**src/rtl/cache_fill_ctrl_pkg.sv**
```systemverilog
// Shared types and helpers for the D-cache fill/store controller.
package cache_fill_ctrl_pkg;

    typedef enum logic [1:0] {
        IDLE  = 2'd0,
        FILL  = 2'd1,
        DONE  = 2'd2,
        WRITE = 2'd3
    } state_t;

    function automatic int offset_bits(input int words_per_line);
        return $clog2(words_per_line * 2);
    endfunction

endpackage

```
**src/rtl/cache_fill_ctrl_line_addr_gen.sv**
```systemverilog
// Line base / word counter and the one-stage memory-to-cache write pipeline.
module line_addr_gen
    import cache_fill_ctrl_pkg::*;
#(
    parameter int DWIDTH         = 16,
    parameter int AWIDTH         = 16,
    parameter int WORDS_PER_LINE = 8
) (
    input  logic              clk,
    input  logic              rst,
    input  logic              start,
    input  logic              advance,
    input  logic [AWIDTH-1:0] miss_addr,
    input  logic [DWIDTH-1:0] rd_data,
    output logic [AWIDTH-1:0] first_addr,
    output logic [AWIDTH-1:0] nxt_addr,
    output logic              last,
    output logic              cache_wr_en,
    output logic [AWIDTH-1:0] cache_wr_addr,
    output logic [DWIDTH-1:0] cache_wr_data
);

    localparam int CW = $clog2(WORDS_PER_LINE);
    localparam int OB = offset_bits(WORDS_PER_LINE);

    logic [AWIDTH-1:0] line_base;
    logic [CW-1:0]     cnt;
    logic [CW-1:0]     cnt_inc;
    logic [AWIDTH-1:0] rd_addr;
    logic              unused_low;

    assign unused_low = ^miss_addr[OB-1:0];
    assign cnt_inc    = cnt + CW'(1);

    // Offsets live entirely in the cleared low bits, so OR never carries out.
    assign first_addr = {miss_addr[AWIDTH-1:OB], {OB{1'b0}}};
    assign rd_addr    = line_base | AWIDTH'({cnt, 1'b0});
    assign nxt_addr   = line_base | AWIDTH'({cnt_inc, 1'b0});
    assign last       = (cnt == CW'(WORDS_PER_LINE - 1));

    always_ff @(posedge clk) begin
        if (rst) begin
            line_base     <= '0;
            cnt           <= '0;
            cache_wr_en   <= 1'b0;
            cache_wr_addr <= '0;
            cache_wr_data <= '0;
        end else begin
            if (start) begin
                line_base <= first_addr;
                cnt       <= '0;
            end else if (advance) begin
                cnt <= cnt_inc;
            end
            cache_wr_en <= advance;
            if (advance) begin
                cache_wr_addr <= rd_addr;
                cache_wr_data <= rd_data;
            end
        end
    end

endmodule

```
**src/rtl/cache_fill_ctrl.sv**
```systemverilog
// D-cache line-fill and write-through store controller for a 16-bit
// single-cycle data memory; reads and writes are never issued together.
module cache_fill_ctrl
    import cache_fill_ctrl_pkg::*;
#(
    parameter int DWIDTH         = 16,
    parameter int AWIDTH         = 16,
    parameter int WORDS_PER_LINE = 8
) (
    input  logic              clk,
    input  logic              rst,
    input  logic              miss_detected,
    input  logic [AWIDTH-1:0] miss_addr,
    input  logic              st_req,
    input  logic [AWIDTH-1:0] st_addr,
    input  logic [DWIDTH-1:0] st_data,
    output logic              st_ack,
    output logic              busy,
    output logic              fill_done,
    output logic              cache_wr_en,
    output logic [AWIDTH-1:0] cache_wr_addr,
    output logic [DWIDTH-1:0] cache_wr_data,
    output logic              mem_enable,
    output logic              mem_wr,
    output logic [AWIDTH-1:0] mem_addr,
    output logic [DWIDTH-1:0] mem_data_in,
    input  logic [DWIDTH-1:0] mem_data_out
);

    state_t            state;
    logic              start;
    logic              advance;
    logic              last;
    logic [AWIDTH-1:0] first_addr;
    logic [AWIDTH-1:0] nxt_addr;
    logic              unused_st;

    assign unused_st = st_addr[0];
    assign start     = (state == IDLE) && !st_req && miss_detected;
    assign advance   = (state == FILL);

    line_addr_gen #(
        .DWIDTH        (DWIDTH),
        .AWIDTH        (AWIDTH),
        .WORDS_PER_LINE(WORDS_PER_LINE)
    ) u_gen (
        .clk          (clk),
        .rst          (rst),
        .start        (start),
        .advance      (advance),
        .miss_addr    (miss_addr),
        .rd_data      (mem_data_out),
        .first_addr   (first_addr),
        .nxt_addr     (nxt_addr),
        .last         (last),
        .cache_wr_en  (cache_wr_en),
        .cache_wr_addr(cache_wr_addr),
        .cache_wr_data(cache_wr_data)
    );

    always_ff @(posedge clk) begin
        if (rst) begin
            state       <= IDLE;
            st_ack      <= 1'b0;
            busy        <= 1'b0;
            fill_done   <= 1'b0;
            mem_enable  <= 1'b0;
            mem_wr      <= 1'b0;
            mem_addr    <= '0;
            mem_data_in <= '0;
        end else begin
            st_ack      <= 1'b0;
            fill_done   <= 1'b0;
            mem_enable  <= 1'b0;
            mem_wr      <= 1'b0;
            mem_addr    <= '0;
            mem_data_in <= '0;
            unique case (state)
                IDLE: begin
                    // Store first so a following fill sees the new word.
                    if (st_req) begin
                        state       <= WRITE;
                        busy        <= 1'b1;
                        st_ack      <= 1'b1;
                        mem_enable  <= 1'b1;
                        mem_wr      <= 1'b1;
                        mem_addr    <= {st_addr[AWIDTH-1:1], 1'b0};
                        mem_data_in <= st_data;
                    end else if (miss_detected) begin
                        state      <= FILL;
                        busy       <= 1'b1;
                        mem_enable <= 1'b1;
                        mem_addr   <= first_addr;
                    end else begin
                        busy <= 1'b0;
                    end
                end
                FILL: begin
                    busy <= 1'b1;
                    if (last) begin
                        state     <= DONE;
                        fill_done <= 1'b1;
                    end else begin
                        mem_enable <= 1'b1;
                        mem_addr   <= nxt_addr;
                    end
                end
                DONE: begin
                    state <= IDLE;
                    busy  <= 1'b0;
                end
                WRITE: begin
                    state <= IDLE;
                    busy  <= 1'b0;
                end
            endcase
        end
    end

endmodule
```
**config.mk**
```make
export PLATFORM = sky130hd
export DESIGN_NAME = cache_fill_ctrl
export DESIGN_NICKNAME = d
export VERILOG_FILES = /design/src/rtl/cache_fill_ctrl_pkg.sv /design/src/rtl/cache_fill_ctrl_line_addr_gen.sv /design/src/rtl/cache_fill_ctrl.sv
export SDC_FILE = /design/constraint.sdc
export NUM_CORES = 1
export LEC_CHECK = 0
export CORE_UTILIZATION = 43
export CTS_BUF_LIST = sky130_fd_sc_hd__clkbuf_16
export CTS_CLUSTER_SIZE = 30
export DETAILED_ROUTE_END_ITERATION = 8
export HOLD_SLACK_MARGIN = 0.08
export PLACE_DENSITY = 0.83
export SLEW_MARGIN = 20
export SYNTH_ARGS = -nofsm -noshare
export SYNTH_HDL_FRONTEND = slang
export SYNTH_SLANG_ARGS = --single-unit
```
**constraint.sdc**
```tcl
create_clock -name clk -period 3.5 [get_ports clk]
set_input_delay 0.7 -clock clk [delete_from_list [all_inputs] [get_ports clk]]
set_output_delay 0.7 -clock clk [all_outputs]
set_load 0.005 [all_outputs]
```
# Word level (Yosys, flattened, before mapping)
# Index checks and enable logic that the tools add are counted.
# W data, S select, Z words.
dict set report word_totals {
  wordCells 49
  out_inout_bits 70
  rom_bits 0
  latch_bits 0
  inputBits 68
  mem_bits_rw 0
  mem_count 0
  reg_bits 86
}
dict set report classes {
  n_bitwise 5
  reduce_logical 10
  n_lt_le_gt_ge 0
  n_div 0
  multipliers 0
  eq_ne 6
  n_addsub 1
  muxes 15
  shift 0
}
# cell n
set op_table {}
lappend op_table {{$mux W16} 3}
lappend op_table {{$or A16 B4 Y16} 2}
lappend op_table {{$pmux W16 S2} 1}
lappend op_table {{$reduce_or A2 Y1} 4}
lappend op_table {{$mux W2} 3}
lappend op_table {{$pmux W2 S3} 1}
lappend op_table {{$mux W1} 5}
lappend op_table {{$eq A2 B2 Y1 const B} 2}
lappend op_table {{$add A3 B1 Y3 const B} 1}
lappend op_table {{$eq A3 B3 Y1 const B} 1}
lappend op_table {{$ne A3 B3 Y1 const B} 1}
lappend op_table {{$not A1 Y1} 3}
lappend op_table {{$pmux W1 S3} 1}
lappend op_table {{$reduce_or A3 Y1} 1}
lappend op_table {{$eq A2 B1 Y1 const B} 1}
lappend op_table {{$logic_and A1 B1 Y1} 2}
lappend op_table {{$logic_not A2 Y1} 1}
lappend op_table {{$ne A2 B2 Y1 const B} 1}
lappend op_table {{$pmux W1 S2} 1}
lappend op_table {{$reduce_and A2 Y1} 1}
lappend op_table {{$logic_not A1 Y1} 1}

# Longest topological paths before layout
dict set report logic_depth {
  depth_word 4
  depth_mapped 6
  depth_no_buf 5
}

# Hierarchy
# From an unflattened synthesis, not the netlist that was laid out.
dict set report hier_totals {
  hier_cells 315
  hier_area_um2 3470.8
}
# module area_each_um2 instances seq_area_each_um2 cells_each
set modules_own_cells {}
lappend modules_own_cells {line_addr_gen 1864.3 1 940.9 173}
lappend modules_own_cells {cache_fill_ctrl 1606.5 1 760.7 142}

# Worst setup path before layout
# OpenSTA, ideal clock, no wires.
dict set report synth_timing {
  path_type {in2reg}
  startpoint {input st_req}
  endpoint {register u_gen.line_base[10]}
  n_path_buf 1
  path_slack_ns 1.932
  path_stages 4
  required_time_ns 3.368
  arrival_ns 1.436
  path_cell_list {or4b_4 > buf_6 > nand2_1 > a21oi_1}
}
dict set report synth_between {
  elab_chain_len 3
}
# element line
set synth_rtl {}
lappend synth_rtl {{from (decl)} cache_fill_ctrl.sv:14} ;# input logic st_req,
lappend synth_rtl {{$logic_not A1 Y1} cache_fill_ctrl.sv:39} ;# assign start = (state == IDLE) && !st_req && miss_detected;
lappend synth_rtl {{$logic_and A1 B1 Y1 (2 in series)} cache_fill_ctrl.sv:39}
lappend synth_rtl {{to (signal assigned)} cache_fill_ctrl_line_addr_gen.sv:50} ;# line_base <= first_addr;
lappend synth_rtl {{to (decl)} cache_fill_ctrl_line_addr_gen.sv:26} ;# logic [AWIDTH-1:0] line_base;
# No other way between the ends.
# A chain may end at the register's enable or synchronous reset.

# Worst setup path in the final report
dict set report layout_timing {
  startpoint {register state[0]}
  endpoint {register u_gen.cnt[2]}
}
dict set report layout_between {
  elab_chain_len 4
}
# element line
set layout_rtl {}
lappend layout_rtl {{from (decl)} cache_fill_ctrl.sv:30} ;# state_t state;
lappend layout_rtl {{from (signal assigned)} cache_fill_ctrl.sv:63} ;# state <= IDLE;
lappend layout_rtl {{from (signal assigned)} cache_fill_ctrl.sv:82} ;# state <= WRITE;
lappend layout_rtl {{from (signal assigned)} cache_fill_ctrl.sv:90} ;# state <= FILL;
lappend layout_rtl {{$logic_not A2 Y1} cache_fill_ctrl.sv:39}
lappend layout_rtl {{$logic_and A1 B1 Y1 (2 in series)} cache_fill_ctrl.sv:39}
lappend layout_rtl {{$reduce_or A2 Y1 (no source line)} n/a}
lappend layout_rtl {{to (signal assigned)} cache_fill_ctrl_line_addr_gen.sv:53} ;# cnt <= cnt_inc;
lappend layout_rtl {{to (decl)} cache_fill_ctrl_line_addr_gen.sv:27} ;# logic [CW-1:0] cnt;
# Several ways; a longest one is shown, not always the timed one.

==> impl_metrics.tcl <==
set metrics [dict create \
    status "complete, but fails checks" \
    violations "design-rule violations" \
    gp_congestion 0.754 \
    cts_tree "built" \
    grt_max_degree 49 \
    maxCapViolCount 0 \
    ys_ff_latch 84 \
    synthArstFlopShare_pct 0 \
    path_class "reg2reg" \
    clkLatencyLatePin_ns 0.33 \
    setup_violations 0 \
    ir_drop_v 0.000389 \
    worst_pin_slew_ns 0.884 \
    drive_gt1_share_pct 5.61 \
    first_pass_iters 8 \
    ys_seq_area_share_pct 57.8 \
    hp-start "u_gen.cache_wr_data[10]" \
    power.leakage_uw 0.00161 \
    setup_ws_ns 1.36 \
    fill_cells 508 \
    fin_setup_tns_ns 0 \
    dp_hpwl_um 5280 \
    hold_path_end "u_gen.cache_wr_data[10]" \
    fin_crit_ns 2.14 \
    p_total_uw 2150 \
    netlist_instances 322 \
    synth_cell_types 28 \
    maxSlewHeadroom_pct 41.0 \
    regArea_um2 1680 \
    root_buffer "clkbuf_16" \
    portBuffers 130 \
    path_max_fanout 24 \
    reg2reg_depth 4 \
    reg2reg_to "u_gen.cnt[2]" \
    start_util_pct 45.3 \
    vias 2586 \
    overflow 0 \
    htreeDepth 3 \
    syn_area_um2 2910 \
    drc 30 \
    synth_edf_count 0 \
    drv_slew 0 \
    grt_antenna_before_repair 0 \
    hp-class "reg2reg" \
    holdBufCountCts 0 \
    pre_cts_slack_ns 1.05 \
    clk_pin_slew_ns 0.06 \
    routed_wl_um 7540 \
    grt_pass1_vias 2449 \
    yosysWarnings 0 \
    finalCritPeriodShare_pct 61.1 \
    postCtsSetupBuffers 0 \
    clock_sink_count 84 \
    syn2layout_area_growth_pct 53.3 \
    avgSynthCellArea_um2 9.03 \
    cts_max_path_buffers 2 \
    viasPerCell 4.94 \
    antennaDiodeCount 0 \
    grt_pass1_wl_um 12000 \
    whs_path_depth 2 \
    num_rows 29 \
    r2r-start "state[0]" \
    io_pins 138 \
    core_area_um2 6420 \
    required_ns 3.74 \
    finalNetCount 511 \
    routedWlPerCell_um 14.4 \
    die_w_um 84.2 \
    drt_iter0_drc 162 \
    synth-main-ff-cell "dfxtp_1" \
    numCtsBuffers 9 \
    fmax_mhz 467 \
    multi_input_area_um2 1090 \
    worst_setup_path_end_kind "flip-flop" \
    fin_skew_ns 0.00581 \
    r2r_slack_ns 1.36 \
    rsz0062_at_grt "no" \
    grt_util_all_layers_pct 21.5 \
    die-area_um2 7100 \
    cts_resized 0 \
    power_density_nw_per_um2 483 \
    dieHeight_um 84.2 \
    arrival_ns 2.38 \
    ant_nets 0 \
    start_kind "flip-flop" \
    hold_violations 0 \
]
layer usage:
layer,track usage [%],part of all wire (%),vias up
li1,-,-,1288
met1,26.1,41,1174
met2,35.8,48,114
met3,6.88,9.5,10
met4,7.84,1.4,0
met5,0,0,-
final cells by class:
type                       instances  area share (%)
clock buffer                       9            5.05
multi-input combinational        213            24.5
timing repair buffer             131            29.2
inverter                           2           0.168
sequential                        84            37.7
tap                               77            2.16
clock inverter                     7            1.18
worst max path at each step:
stage	startpoint	end	slack, ns	depth (start not counted)
floorplan	st_req	u_gen.line_base[10]	1.93	4
global placement	st_req	mem_addr[5]	1.03	4
detailed placement	st_req	mem_addr[5]	1.05	4
CTS	state[0]	u_gen.cache_wr_data[15]	1.34	3
global route	state[0]	u_gen.cnt[2]	1.18	4
finish	state[0]	u_gen.cnt[2]	1.36	4
critical path: stages, from the launching register on:
cell and delay, ns:
dfxtp_1 0.83, nor2b_2 0.52, buf_4 0.35, nand2_1 0.14, a211oi_1 0.21
metrics by stage:
| stage | utilization (%) | hold WS [ns] | std cells | area [um2] |
|---|---|---|---|---|
| 3_3_place_gp | 65.0 | 0.442 | 507 | 4180 |
| 3_5_place_dp | 65.0 | 0.447 | 507 | 4180 |
| 4_1_cts | 69.4 | 0.455 | 523 | 4460 |
| 5_1_grt | 69.4 | 0.474 | 523 | 4460 |
| 2_1_floorplan | - | 0.441 | 323 | 2910 |
| 6_report | 69.4 | 0.453 | 523 | 4460 |
logic make-up (layout without fill, tap and decap cells):
logic type      after synthesis  after routing  synth area share, %
fa+ha+maj                     2              2                0.860
flops                        84             84                 57.8
buf+inv                      26            149                 4.95
xor+xnor                      1              1                0.301
other cells                   1              2                0.129
compound gates               64             64                 11.8
mux                           1              1                0.344
simple gates                143            143                 23.8
state kept, by name, summed over array words and instances (netlist names):
name	cells
busy	1
fill_done	1
mem_addr	15
mem_data_in	16
mem_enable	1
mem_wr	1
state	2
u_gen.cache_wr_addr	15
u_gen.cache_wr_data	16
u_gen.cache_wr_en	1
u_gen.cnt	3
u_gen.line_base	12
power breakdown:
group	leakage, uW	switching [uW]	internal, uW
Clock	0.000124	382	482
Combinational	0.000802	104	155
Sequential	0.000685	28.1	1000
Yosys cell counts (2+ instances only):
library cell   n  area share [%]
a21oi_1       50             8.6
buf_6          3             1.2
and2_1        16             3.4
a31oi_1        9             1.9
nor2_1         4            0.52
dfxtp_1       84              58
buf_2          7             1.2
nand2b_1       2            0.43
nor3_1         3            0.52
nand3b_1       8             2.1
ha_1           2            0.86
a22oi_1        4             1.0
nor3b_1        3            0.77
nand2_1       99              13
buf_4          4             1.0
nor2b_1        2            0.43
clkbuf_1      10             1.3
inv_1          2            0.26
layout by cell type, fill, tap and decap left out, types with 2 or more instances in the layout:
cell	n
clkdlybuf4s50_1	129
nand2_1	99
dfxtp_1	84
a21oi_1	50
and2_1	16
a31oi_1	9
clkbuf_16	9
nand3b_1	8
a22oi_1	4
nor2_1	4
clkinvlp_4	4
nor3b_1	3
nor3_1	3
inv_1	2
ha_1	2
conb_1	2
Power figures use the tool's default switching activity.
